==> config.mk <==
export PLATFORM = sky130hd
export DESIGN_NAME = keymgr_input_check_seq
export DESIGN_NICKNAME = d
export VERILOG_FILES = /design/src/rtl/keymgr_input_check_seq.sv
export SDC_FILE = /design/constraint.sdc
export NUM_CORES = 1
export LEC_CHECK = 0
export BUFFER_PORTS_ARGS = -buffer_cell sky130_fd_sc_hd__buf_2
export CAP_MARGIN = 40
export CORE_AREA = 2 2 469 471
export CTS_CLUSTER_SIZE = 28
export DETAILED_ROUTE_END_ITERATION = 16
export DIE_AREA = 0 0 471 473
export PLACE_DENSITY = 0.3
export SLEW_MARGIN = 20
export SYNTH_ARGS = -nofsm -noshare
export SYNTH_HDL_FRONTEND = slang
export SYNTH_SLANG_ARGS = --single-unit
==> constraint.sdc <==
create_clock -name clk_i -period 3.8 [get_ports clk_i]
set_input_delay 1.14 -clock clk_i [delete_from_list [all_inputs] [get_ports clk_i]]
set_output_delay 1.14 -clock clk_i [all_outputs]
set_load 0.005 [all_outputs]
==> src/rtl/keymgr_input_check_seq.sv <==
// Sequential input-validity checker for the key manager.
// On request, scans NumCh data channels one per cycle, repeated Passes times.
// A channel is valid when it is neither all-zeros nor all-ones; any channel
// whose result changes between passes raises stable_err_o. The key version is
// checked against the per-stage maximum at accept time.
//
// state   | meaning
// --------+--------------------------------------------------------------
// IDLE    | waiting for req_i; results of the last request are held
// SCAN    | one channel per cycle, ch_idx 0..NumCh-1 per pass
// DONE    | ack_o pulse, all_vld_o valid; back to IDLE next cycle
module keymgr_input_check_seq #(
  parameter int unsigned NumCh     = 4,
  parameter int unsigned Width     = 256,
  parameter int unsigned Passes    = 2,
  parameter int unsigned NumStages = 4,
  parameter int unsigned VerWidth  = 32,
  localparam int unsigned SelW     = (NumStages > 1) ? $clog2(NumStages) : 1
) (
  input  logic                          clk_i,
  input  logic                          rst_ni,
  input  logic                          req_i,
  output logic                          busy_o,
  output logic                          ack_o,
  input  logic [NumCh*Width-1:0]        data_i,
  input  logic [SelW-1:0]               stage_sel_i,
  input  logic [NumStages*VerWidth-1:0] max_key_versions_i,
  input  logic [VerWidth-1:0]           key_version_i,
  output logic [NumCh-1:0]              ch_vld_o,
  output logic                          key_version_vld_o,
  output logic                          all_vld_o,
  output logic                          stable_err_o
);

  localparam logic [1:0] ST_IDLE = 2'd0;
  localparam logic [1:0] ST_SCAN = 2'd1;
  localparam logic [1:0] ST_DONE = 2'd2;

  localparam int unsigned ChW   = (NumCh > 1) ? $clog2(NumCh) : 1;
  localparam int unsigned PassW = (Passes > 1) ? $clog2(Passes) : 1;
  localparam logic [ChW-1:0]   ChLast   = ChW'(NumCh - 1);
  localparam logic [PassW-1:0] PassLast = PassW'(Passes - 1);

  logic [1:0]       state;
  logic [ChW-1:0]   ch_idx;
  logic [PassW-1:0] pass;
  logic [NumCh-1:0] ch_vld;
  logic             kv_vld;
  logic             stable_err;

  logic             kv_next;
  logic             cur_vld;
  logic             old_vld;
  logic             legal;

  // Version check against the selected stage; out-of-range stages never match.
  always_comb begin
    kv_next = 1'b0;
    for (int s = 0; s < NumStages; s++) begin
      if (stage_sel_i == SelW'(s)) begin
        kv_next = (key_version_i <= max_key_versions_i[s*VerWidth +: VerWidth]);
      end
    end
  end

  // Validity of the channel currently addressed, and its pass-0 result.
  always_comb begin
    cur_vld = 1'b0;
    old_vld = 1'b0;
    for (int c = 0; c < NumCh; c++) begin
      if (ch_idx == ChW'(c)) begin
        cur_vld = (|data_i[c*Width +: Width]) & ~(&data_i[c*Width +: Width]);
        old_vld = ch_vld[c];
      end
    end
  end

  // Control FSM, scan counters and result registers.
  always_ff @(posedge clk_i or negedge rst_ni) begin
    if (!rst_ni) begin
      state      <= ST_IDLE;
      ch_idx     <= '0;
      pass       <= '0;
      ch_vld     <= '0;
      kv_vld     <= 1'b0;
      stable_err <= 1'b0;
    end else begin
      case (state)
        ST_IDLE: begin
          if (req_i) begin
            kv_vld     <= kv_next;
            ch_vld     <= '0;
            stable_err <= 1'b0;
            ch_idx     <= '0;
            pass       <= '0;
            state      <= ST_SCAN;
          end
        end
        ST_SCAN: begin
          if (pass == '0) begin
            for (int c = 0; c < NumCh; c++) begin
              if (ch_idx == ChW'(c)) ch_vld[c] <= cur_vld;
            end
          end else if (cur_vld != old_vld) begin
            stable_err <= 1'b1;
          end
          if (ch_idx == ChLast) begin
            ch_idx <= '0;
            if (pass == PassLast) begin
              pass  <= '0;
              state <= ST_DONE;
            end else begin
              pass <= pass + PassW'(1);
            end
          end else begin
            ch_idx <= ch_idx + ChW'(1);
          end
        end
        ST_DONE: begin
          state <= ST_IDLE;
        end
        default: begin
          state      <= ST_IDLE;
          ch_idx     <= '0;
          pass       <= '0;
          ch_vld     <= '0;
          kv_vld     <= 1'b0;
          stable_err <= 1'b0;
        end
      endcase
    end
  end

  // Outputs; an illegal state forces everything low until recovery.
  always_comb begin
    legal             = (state == ST_IDLE) || (state == ST_SCAN) || (state == ST_DONE);
    busy_o            = (state == ST_SCAN) || (state == ST_DONE);
    ack_o             = (state == ST_DONE);
    ch_vld_o          = legal ? ch_vld : '0;
    key_version_vld_o = legal & kv_vld;
    stable_err_o      = legal & stable_err;
    all_vld_o         = ((state == ST_IDLE) || (state == ST_DONE)) &
                        (&ch_vld) & kv_vld & ~stable_err;
  end

endmodule
==> flow_metrics.py, run 1 <==
metrics = {
    "outcome": {
        "status": "completed",
    },
    "sta": {
        "skew_ns": 0.00245,
        "setup_ws_ns": 0.104,
        "rsz0062_at_grt": "no",
        "max_freq_ghz": 0.271,
        "final-hold-violation-count": 0,
        "post-route-period-util": 0.973,
        "final-setup-viol-count": 0,
        "final_max_slew_viol_count": 0,
        "worst-slew-pin-transition_ns": 0.705,
        "timing.slew.headroom": 0.529,
        "min_period_ns": 3.70,
    },
    "clocking": {
        "clock_tree.buffer_depth": 2,
        "cts-hold-fix-buffers": 0,
        "post_cts.repair.setup_buffers": 0,
        "clk_pin_slew_ns": 0.05,
        "h-tree-depth": 1,
        "root_buffer": "sky130_fd_sc_hd__clkbuf_16",
        "worstSkewPairLatency_ns": 0.24,
        "cts_made_buffers": 3,
        "clkSinkCount": 11,
        "cts_tree": "built",
    },
    "routing": {
        "drt_pre_antenna_iters": 5,
        "initial_drc_count": 842,
        "postRouteAntennaNets": 0,
        "via_count": 17558,
        "drc": 0,
        "totalWireLength_mm": 124,
        "route.detailed.wl_per_inst_um": 22.6,
        "post_drt_via_cell_ratio": 3.20,
    },
    "hold_path": {
        "hold_start": "kv_vld$_DFFE_PN0P_",
        "min-delay-path-class": "flop to flop",
        "min_delay_worst_endpoint": "kv_vld$_DFFE_PN0P_",
        "min_delay_path_depth": 2,
    },
    "pwr": {
        "pwr-share-comb": 0.824,
        "clock_power_share": 0.087,
        "seqPwrFrac": 0.089,
        "cellPowerDensity_nw_per_um2": 119,
        "switching_share": 0.507,
        "largest_voltage_drop_on_the_vdd_net_mv": 0.118,
        "cell_internal_pwr_mw": 1.13,
        "power.net_switching_mw": 1.16,
        "leakage_nw": 8.12,
    },
    "logic_synthesis": {
        "synth.distinct_cells": 41,
        "ys_ff_latch": 11,
        "mappedNetlistNets": 2551,
        "synth_seq_area_share": 0.0333,
        "post-synth-top-area-cell": "sky130_fd_sc_hd__nand4_1",
        "synth-edff-count": 0,
        "most_used_standard_cells_in_the_synthesized_netlist": "sky130_fd_sc_hd__nand4_1 (363), sky130_fd_sc_hd__nor4_1 (339), sky130_fd_sc_hd__ha_1 (137)",
        "yosys.area.top_type_share": 0.274,
        "synth.area.top_cells": "sky130_fd_sc_hd__nand4_1 (27%), sky130_fd_sc_hd__nor4_1 (26%), sky130_fd_sc_hd__ha_1 (21%), sky130_fd_sc_hd__inv_1 (6.0%), sky130_fd_sc_hd__dfrtp_1 (3.3%)",
        "yosysWarnings": 0,
        "synthArstFlopShare": 1.00,
        "netlist_area_um2": 8280,
        "synth.avg_cell_area_um2": 6.76,
        "syn-instance-count": 1225,
        "synth_top_flop_cell": "sky130_fd_sc_hd__dfrtp_1",
        "post-synth-top-count-cell": "sky130_fd_sc_hd__nand4_1",
    },
    "final_layout": {
        "net_count_final": 3876,
        "footprint_of_the_multi_input_gates_um2": 7700,
        "flip_flop_and_latch_area_um2": 275,
        "fin_util": 0.0882,
        "final_layout_size_suffix_gt1_frac": 0.530,
        "final-instance-count-excl-fill": 5482,
        "area_growth_pct": 133,
        "fillerInstances": 25921,
    },
    "setup_path": {
        "worstPathArrival_ns": 3.82,
        "max_stage_delay_ns": 0.63,
        "crit_required_ns": 3.92,
        "critical_path.endpoint_type": "flop",
        "critical_path.reg2reg.startpoint": "state[1]$_DFFE_PN0P_",
        "timing.critical_path.buf_inv": 3,
        "timing.rr.end": "ch_vld[1]$_DFFE_PN0P_",
        "cp_cell_sequence": "buf_2 -> nand4_1 -> nor4_1 -> buf_4 -> nand4_1 -> buf_4 -> or4_1 -> nand4b_1 -> and3_4 -> nor4bb_1 -> a211o_1",
        "worst_r2r_path_depth": 8,
        "worstPathMaxFanout": 3,
        "worst-setup-path-type": "input port to flop",
        "critPathSlowestCell": "sky130_fd_sc_hd__or4_1",
        "reg2reg_setup_slack_ns": 1.64,
        "critPathTopFamily": "simple AND/OR/NAND/NOR gates",
        "cp-start-kind": "input port",
    },
    "floorplanning": {
        "boundaryPins": 1198,
        "core_area_um2": 218000,
        "die_h_um": 473,
        "die-area_um2": 223000,
        "die_w_um": 471,
        "floorplan.initialDensity": 0.0379,
        "rows": 172,
    },
    "place": {
        "post_detail_place_hpwl_mm": 118,
        "total_placed_cells_including_tap_cells": 5416,
        "place_ws_ns": -0.822,
        "place.gp.congestion": 0.902,
        "io_buffer_count": 1197,
    },
    "global_route": {
        "grt_pass1_vias": 18419,
        "grt_antenna_before_repair": 105,
        "grt_remaining_overflow": 0,
        "grt_first_pass_wirelength_mm": 159,
        "maximum_number_of_pins_on_one_net_before_global_route_repair": 12,
        "grtUsageTotal": 0.105,
    },
    "job": {
        "cap_viol_max_count": 0,
    },
}
==> kinds of logic after synthesis <==
| group | count (synthesis) | share of synthesized area |
|---|---|---|
| flip-flops | 11 | 0.0333 |
| AO/OA/AOI/OAI | 141 | 0.106 |
| buffers and inverters | 134 | 0.0608 |
| multiplexers | 1 | 0.00121 |
| adder cells (fa/ha/maj) | 137 | 0.207 |
| AND/OR/NAND/NOR | 801 | 0.591 |
==> power groups by stage <==
stage                     clock network (mW)  registers (mW)  logic [mW]
after floorplan                            0           0.187       0.560
after global placement                     0           0.211        1.91
after detailed placement                   0           0.208        1.90
after CTS                              0.202           0.207        1.93
after global routing                   0.213           0.214        2.09
final                                  0.199           0.204        1.89
==> timing repair <==
action | in CTS | in global routing
resized for setup | 16 | 6
pin swaps | 4 | 2
endpoints found under the setup margin | 5 | 3
hold endpoints to repair | 0 | 0
==> metal layers <==
metal  GRT usage  routed length (µm)  vias up
li1            -                   -     8095
met1       0.116               47700     8109
met2       0.185               59700     1051
met3      0.0328               10300      237
met4      0.0423                5730       66
met5           0                 446        -
==> area by class of cell <==
class | count | share of cell area
tap | 2871 | 0.187
inverter | 132 | 0.0257
multi-input combinational | 1080 | 0.400
sequential | 11 | 0.0143
antenna | 62 | 0.00806
timing repair buffer | 1322 | 0.361
clock buffer | 4 | 0.00410
==> cell usage in the layout, fill, tap and decap left out, drive strengths merged, types with 2 or more instances in the layout <==
| master | synthesis | layout |
|---|---|---|
| buf | 0 | 1320 |
| nand4 | 363 | 363 |
| nor4 | 339 | 339 |
| ha | 137 | 137 |
| inv | 132 | 132 |
| diode | 0 | 62 |
| o21ai | 39 | 39 |
| a21oi | 38 | 38 |
| nor2 | 25 | 25 |
| nand2 | 22 | 22 |
| nor2b | 13 | 13 |
| a21o | 11 | 11 |
| dfrtp | 11 | 11 |
| o21a | 10 | 10 |
| nand3 | 9 | 9 |
| nor3 | 7 | 7 |
| a211oi | 7 | 7 |
| o211ai | 7 | 7 |
| a31oi | 5 | 5 |
| and3 | 5 | 5 |
| or4 | 4 | 4 |
| or3 | 4 | 4 |
| a2111oi | 4 | 4 |
| nand3b | 4 | 4 |
| clkbuf | 2 | 4 |
| a22o | 3 | 3 |
| o21bai | 3 | 3 |
| o31ai | 3 | 3 |
| a2bb2oi | 3 | 3 |
| or2 | 2 | 2 |
==> how the worst max path moves through the flow <==
stage | from | end | slack (ns) | cells past startpoint
after floorplan | max_key_versions_i[26] | kv_vld$_DFFE_PN0P_ | 0.84 | 10
after global placement | data_i[662] | stable_err$_DFFE_PN0P_ | -1.70 | 9
after detailed placement | data_i[131] | stable_err$_DFFE_PN0P_ | -0.82 | 13
after CTS | data_i[450] | stable_err$_DFFE_PN0P_ | 0.01 | 12
after global routing | data_i[496] | stable_err$_DFFE_PN0P_ | 0.002 | 11
final | data_i[497] | stable_err$_DFFE_PN0P_ | 0.10 | 11
==> registers in the layout (all words and copies together), names as in the netlist <==
register / flops
ch_vld: 4
pass: 1
stable_err: 1
kv_vld: 1
ch_idx: 2
state: 2
==> metrics by stage <==
stage          instance area [µm²]  hold slack [ns]  setup TNS [ns]  power [mW]
3_3_place_gp                 18800            0.580           -6.78        2.12
5_1_grt                      19100            0.650               0        2.52
3_5_place_dp                 18900            0.575           -3.47        2.11
4_1_cts                      19000            0.588               0        2.34
2_1_floorplan                 8280            0.490               0       0.747
6_report                     19200            0.570               0        2.29
==> worst register-to-register path, cell delays in order (launching register included) <==
cell                      delay [ns]
sky130_fd_sc_hd__dfrtp_1        0.38
sky130_fd_sc_hd__inv_1          0.10
sky130_fd_sc_hd__ha_1           0.23
sky130_fd_sc_hd__nor2b_1        0.19
sky130_fd_sc_hd__or2_2          0.34
sky130_fd_sc_hd__a21oi_1        0.36
sky130_fd_sc_hd__nand3_1        0.14
sky130_fd_sc_hd__nor2_1         0.19
sky130_fd_sc_hd__a22o_1         0.17
No activity file was read; power rests on OpenSTA's default activity.
==> inputs of run 2 (changes only) <==
--- a/config.mk
+++ b/config.mk
@@ -7,10 +7,10 @@
 export LEC_CHECK = 0
 export BUFFER_PORTS_ARGS = -buffer_cell sky130_fd_sc_hd__buf_2
 export CAP_MARGIN = 40
-export CORE_AREA = 2 2 469 471
+export CORE_AREA = 2 2 463 465
 export CTS_CLUSTER_SIZE = 28
 export DETAILED_ROUTE_END_ITERATION = 16
-export DIE_AREA = 0 0 471 473
+export DIE_AREA = 0 0 465 467
 export PLACE_DENSITY = 0.3
 export SLEW_MARGIN = 20
 export SYNTH_ARGS = -nofsm -noshare
==> constraint.sdc (replaced) <==
create_clock -name clk_i -period 3.9 [get_ports clk_i]
set_input_delay 1.17 -clock clk_i [delete_from_list [all_inputs] [get_ports clk_i]]
set_output_delay 1.17 -clock clk_i [all_outputs]
set_load 0.005 [all_outputs]
==> run 2 against run 1 <==
Cell count fell by 1.7%. Via count fell by 0.46%. Worst hold slack got worse by 0.0047 ns. Core utilization rose by 0.15 points. Worst setup slack improved by 0.070 ns. Critical path depth did not move. Global-route usage rose by 0.12 points. First-iteration DRC count fell by 2.7%. Register-to-register slack improved by 0.10 ns. Sequential share of layout area barely moved. Die area fell by 2.5%. Highest routed layer unchanged.
==> flow_metrics.py, run 2 (synthesis gave the netlist of run 1 again) <==
metrics = {
    "setup_path": {
        "critPathSlowestCell": "sky130_fd_sc_hd__nand4_1",
        "timing.critical_path.buf_inv": 3,
        "cp-start-kind": "input port",
        "max_stage_delay_ns": 0.54,
        "worst-setup-path-type": "input port to flop",
        "worstPathMaxFanout": 3,
        "crit_required_ns": 4.02,
        "critical_path.endpoint_type": "flop",
        "worstPathArrival_ns": 3.85,
        "critPathTopFamily": "simple AND/OR/NAND/NOR gates",
        "cp_cell_sequence": "buf_2 -> nor4_1 -> nand4_1 -> nor4_1 -> buf_4 -> nand4_1 -> buf_4 -> nand4b_1 -> and3_4 -> nor4bb_1 -> a211o_1",
    },
    "floorplanning": {
        "die_h_um": 467,
        "core_area_um2": 212000,
        "rows": 169,
        "die-area_um2": 217000,
        "die_w_um": 465,
        "floorplan.initialDensity": 0.0391,
        "boundaryPins": 1198,
    },
    "final_layout": {
        "layout_commonest_cell": "sky130_fd_sc_hd__buf_2",
        "final_layout_size_suffix_gt1_frac": 0.526,
        "fillerInstances": 25232,
        "area_growth_pct": 129,
        "register_containing_the_most_flip_flops_in_the_final_layout": "ch_vld",
        "layout.cells.most_common_list": "sky130_fd_sc_hd__buf_2 (1193), sky130_fd_sc_hd__nand4_1 (363), sky130_fd_sc_hd__nor4_1 (321)",
        "layout_top_registers": "ch_vld x4, ch_idx x2, state x2",
        "largest_reg_flops": 4,
        "fin_util": 0.0897,
        "net_count_final": 3859,
    },
    "sta": {
        "timing.slew.headroom": 0.545,
        "min_period_ns": 3.73,
        "final-setup-viol-count": 0,
        "final_max_slew_viol_count": 0,
        "worst-slew-pin-transition_ns": 0.676,
        "final-hold-violation-count": 0,
        "setup_ws_ns": 0.174,
        "post-route-period-util": 0.955,
        "max_freq_ghz": 0.268,
        "rsz0062_at_grt": "no",
        "skew_ns": 0.00269,
    },
    "place": {
        "place_ws_ns": -0.891,
        "place.gp.congestion": 0.941,
        "io_buffer_count": 1197,
        "post_detail_place_hpwl_mm": 118,
    },
    "routing": {
        "initial_drc_count": 819,
        "totalWireLength_mm": 123,
        "drt_pre_antenna_iters": 5,
        "postRouteAntennaNets": 0,
        "post_drt_via_cell_ratio": 3.24,
        "drc": 0,
        "via_count": 17477,
        "route.detailed.wl_per_inst_um": 22.9,
    },
    "clocking": {
        "clock_tree.buffer_depth": 2,
        "cts_made_buffers": 3,
        "worstSkewPairLatency_ns": 0.24,
        "cts-hold-fix-buffers": 0,
        "cts_tree": "built",
        "clkSinkCount": 11,
        "root_buffer": "sky130_fd_sc_hd__clkbuf_16",
        "post_cts.repair.setup_buffers": 0,
        "h-tree-depth": 1,
        "clk_pin_slew_ns": 0.05,
    },
    "job": {
        "cap_viol_max_count": 0,
    },
    "global_route": {
        "grt_antenna_before_repair": 109,
        "maximum_number_of_pins_on_one_net_before_global_route_repair": 12,
        "grtUsageTotal": 0.106,
        "grt_first_pass_wirelength_mm": 158,
        "grt_remaining_overflow": 0,
        "grt_pass1_vias": 18495,
    },
    "pwr": {
        "leakage_nw": 8.04,
        "cellPowerDensity_nw_per_um2": 118,
        "largest_voltage_drop_on_the_vdd_net_mv": 0.133,
    },
    "outcome": {
        "status": "completed",
    },
    "hold_path": {
        "min-delay-path-class": "flop to flop",
    },
}
run 2: cell types whose count changed in the layout (fill, tap and decap cells not counted), sizes merged:
cell	before	now
clkbuf	4	5
diode	62	34
buf	1320	1303
clkdlybuf4s18	1	0
run 2: routing by layer:
| metal | global-route usage | vias to the layer above | part of all wire |
|---|---|---|---|
| met5 | 0 | - | 0.0036 |
| met1 | 0.105 | 8135 | 0.35 |
| met3 | 0.0334 | 229 | 0.082 |
| met2 | 0.209 | 1020 | 0.53 |
| met4 | 0.0281 | 68 | 0.033 |
| li1 | - | 8025 | - |
run 2: final cells by class:
class	count	area, µm²	area share
multi-input cells	1080	7670	0.404
repair buffers	1305	6840	0.361
well taps	2821	3530	0.186
inverters	132	495	0.0261
flip-flops and latches	11	275	0.0145
diodes	34	85.1	0.00448
clock buffers	4	78.8	0.00415
run 2: worst min-delay path, stage by stage, from the launching register on:
cell                      delay, ns
sky130_fd_sc_hd__dfrtp_1       0.37
sky130_fd_sc_hd__o21ai_0       0.09
sky130_fd_sc_hd__o21ai_0       0.07
run 2: report_power, final:
group / total, mW / leakage, nW / switching [mW] / internal, mW
Clock: 0.192 / 0.0384 / 0.0542 / 0.138
Combinational: 1.86 / 7.86 / 1.05 / 0.811
Sequential: 0.198 / 0.147 / 0.0433 / 0.155
run 2: timing repair:
action | in CTS | in global routing
gates cloned | 0 | 0
gates resized for setup | 16 | 7
endpoints found under the setup margin | 4 | 5
pin swaps | 12 | 6
run 2: stage by stage:
stage / std cells / TNS [ns] / hold slack, ns / area (µm²) / power [mW]
after floorplan: 1225 / 0 / 0.490 / 8280 / 0.728
after global placement: 5343 / -5.69 / 0.576 / 18600 / 2.07
after detailed placement: 5348 / -3.74 / 0.563 / 18700 / 2.07
after CTS: 5352 / -0.633 / 0.575 / 18800 / 2.30
after global routing: 5373 / 0 / 0.609 / 18900 / 2.47
final: 5387 / 0 / 0.565 / 19000 / 2.25
run 2: final timing paths:
path / startpoint / to / slack (ns) / depth (start not counted)
setup / recovery: data_i[384] / stable_err$_DFFE_PN0P_ / 0.17 / 11
hold / removal: kv_vld$_DFFE_PN0P_ / kv_vld$_DFFE_PN0P_ / 0.56 / 2
setup reg to reg: state[0]$_DFFE_PN0P_ / ch_vld[2]$_DFFE_PN0P_ / 1.74 / 8
hold reg to reg: kv_vld$_DFFE_PN0P_ / kv_vld$_DFFE_PN0P_ / 0.56 / 2
max in group asynchronous: rst_ni / stable_err$_DFFE_PN0P_ / 2.86 / 1
min in group asynchronous: rst_ni / pass$_DFFE_PN0P_ / 0.82 / 1
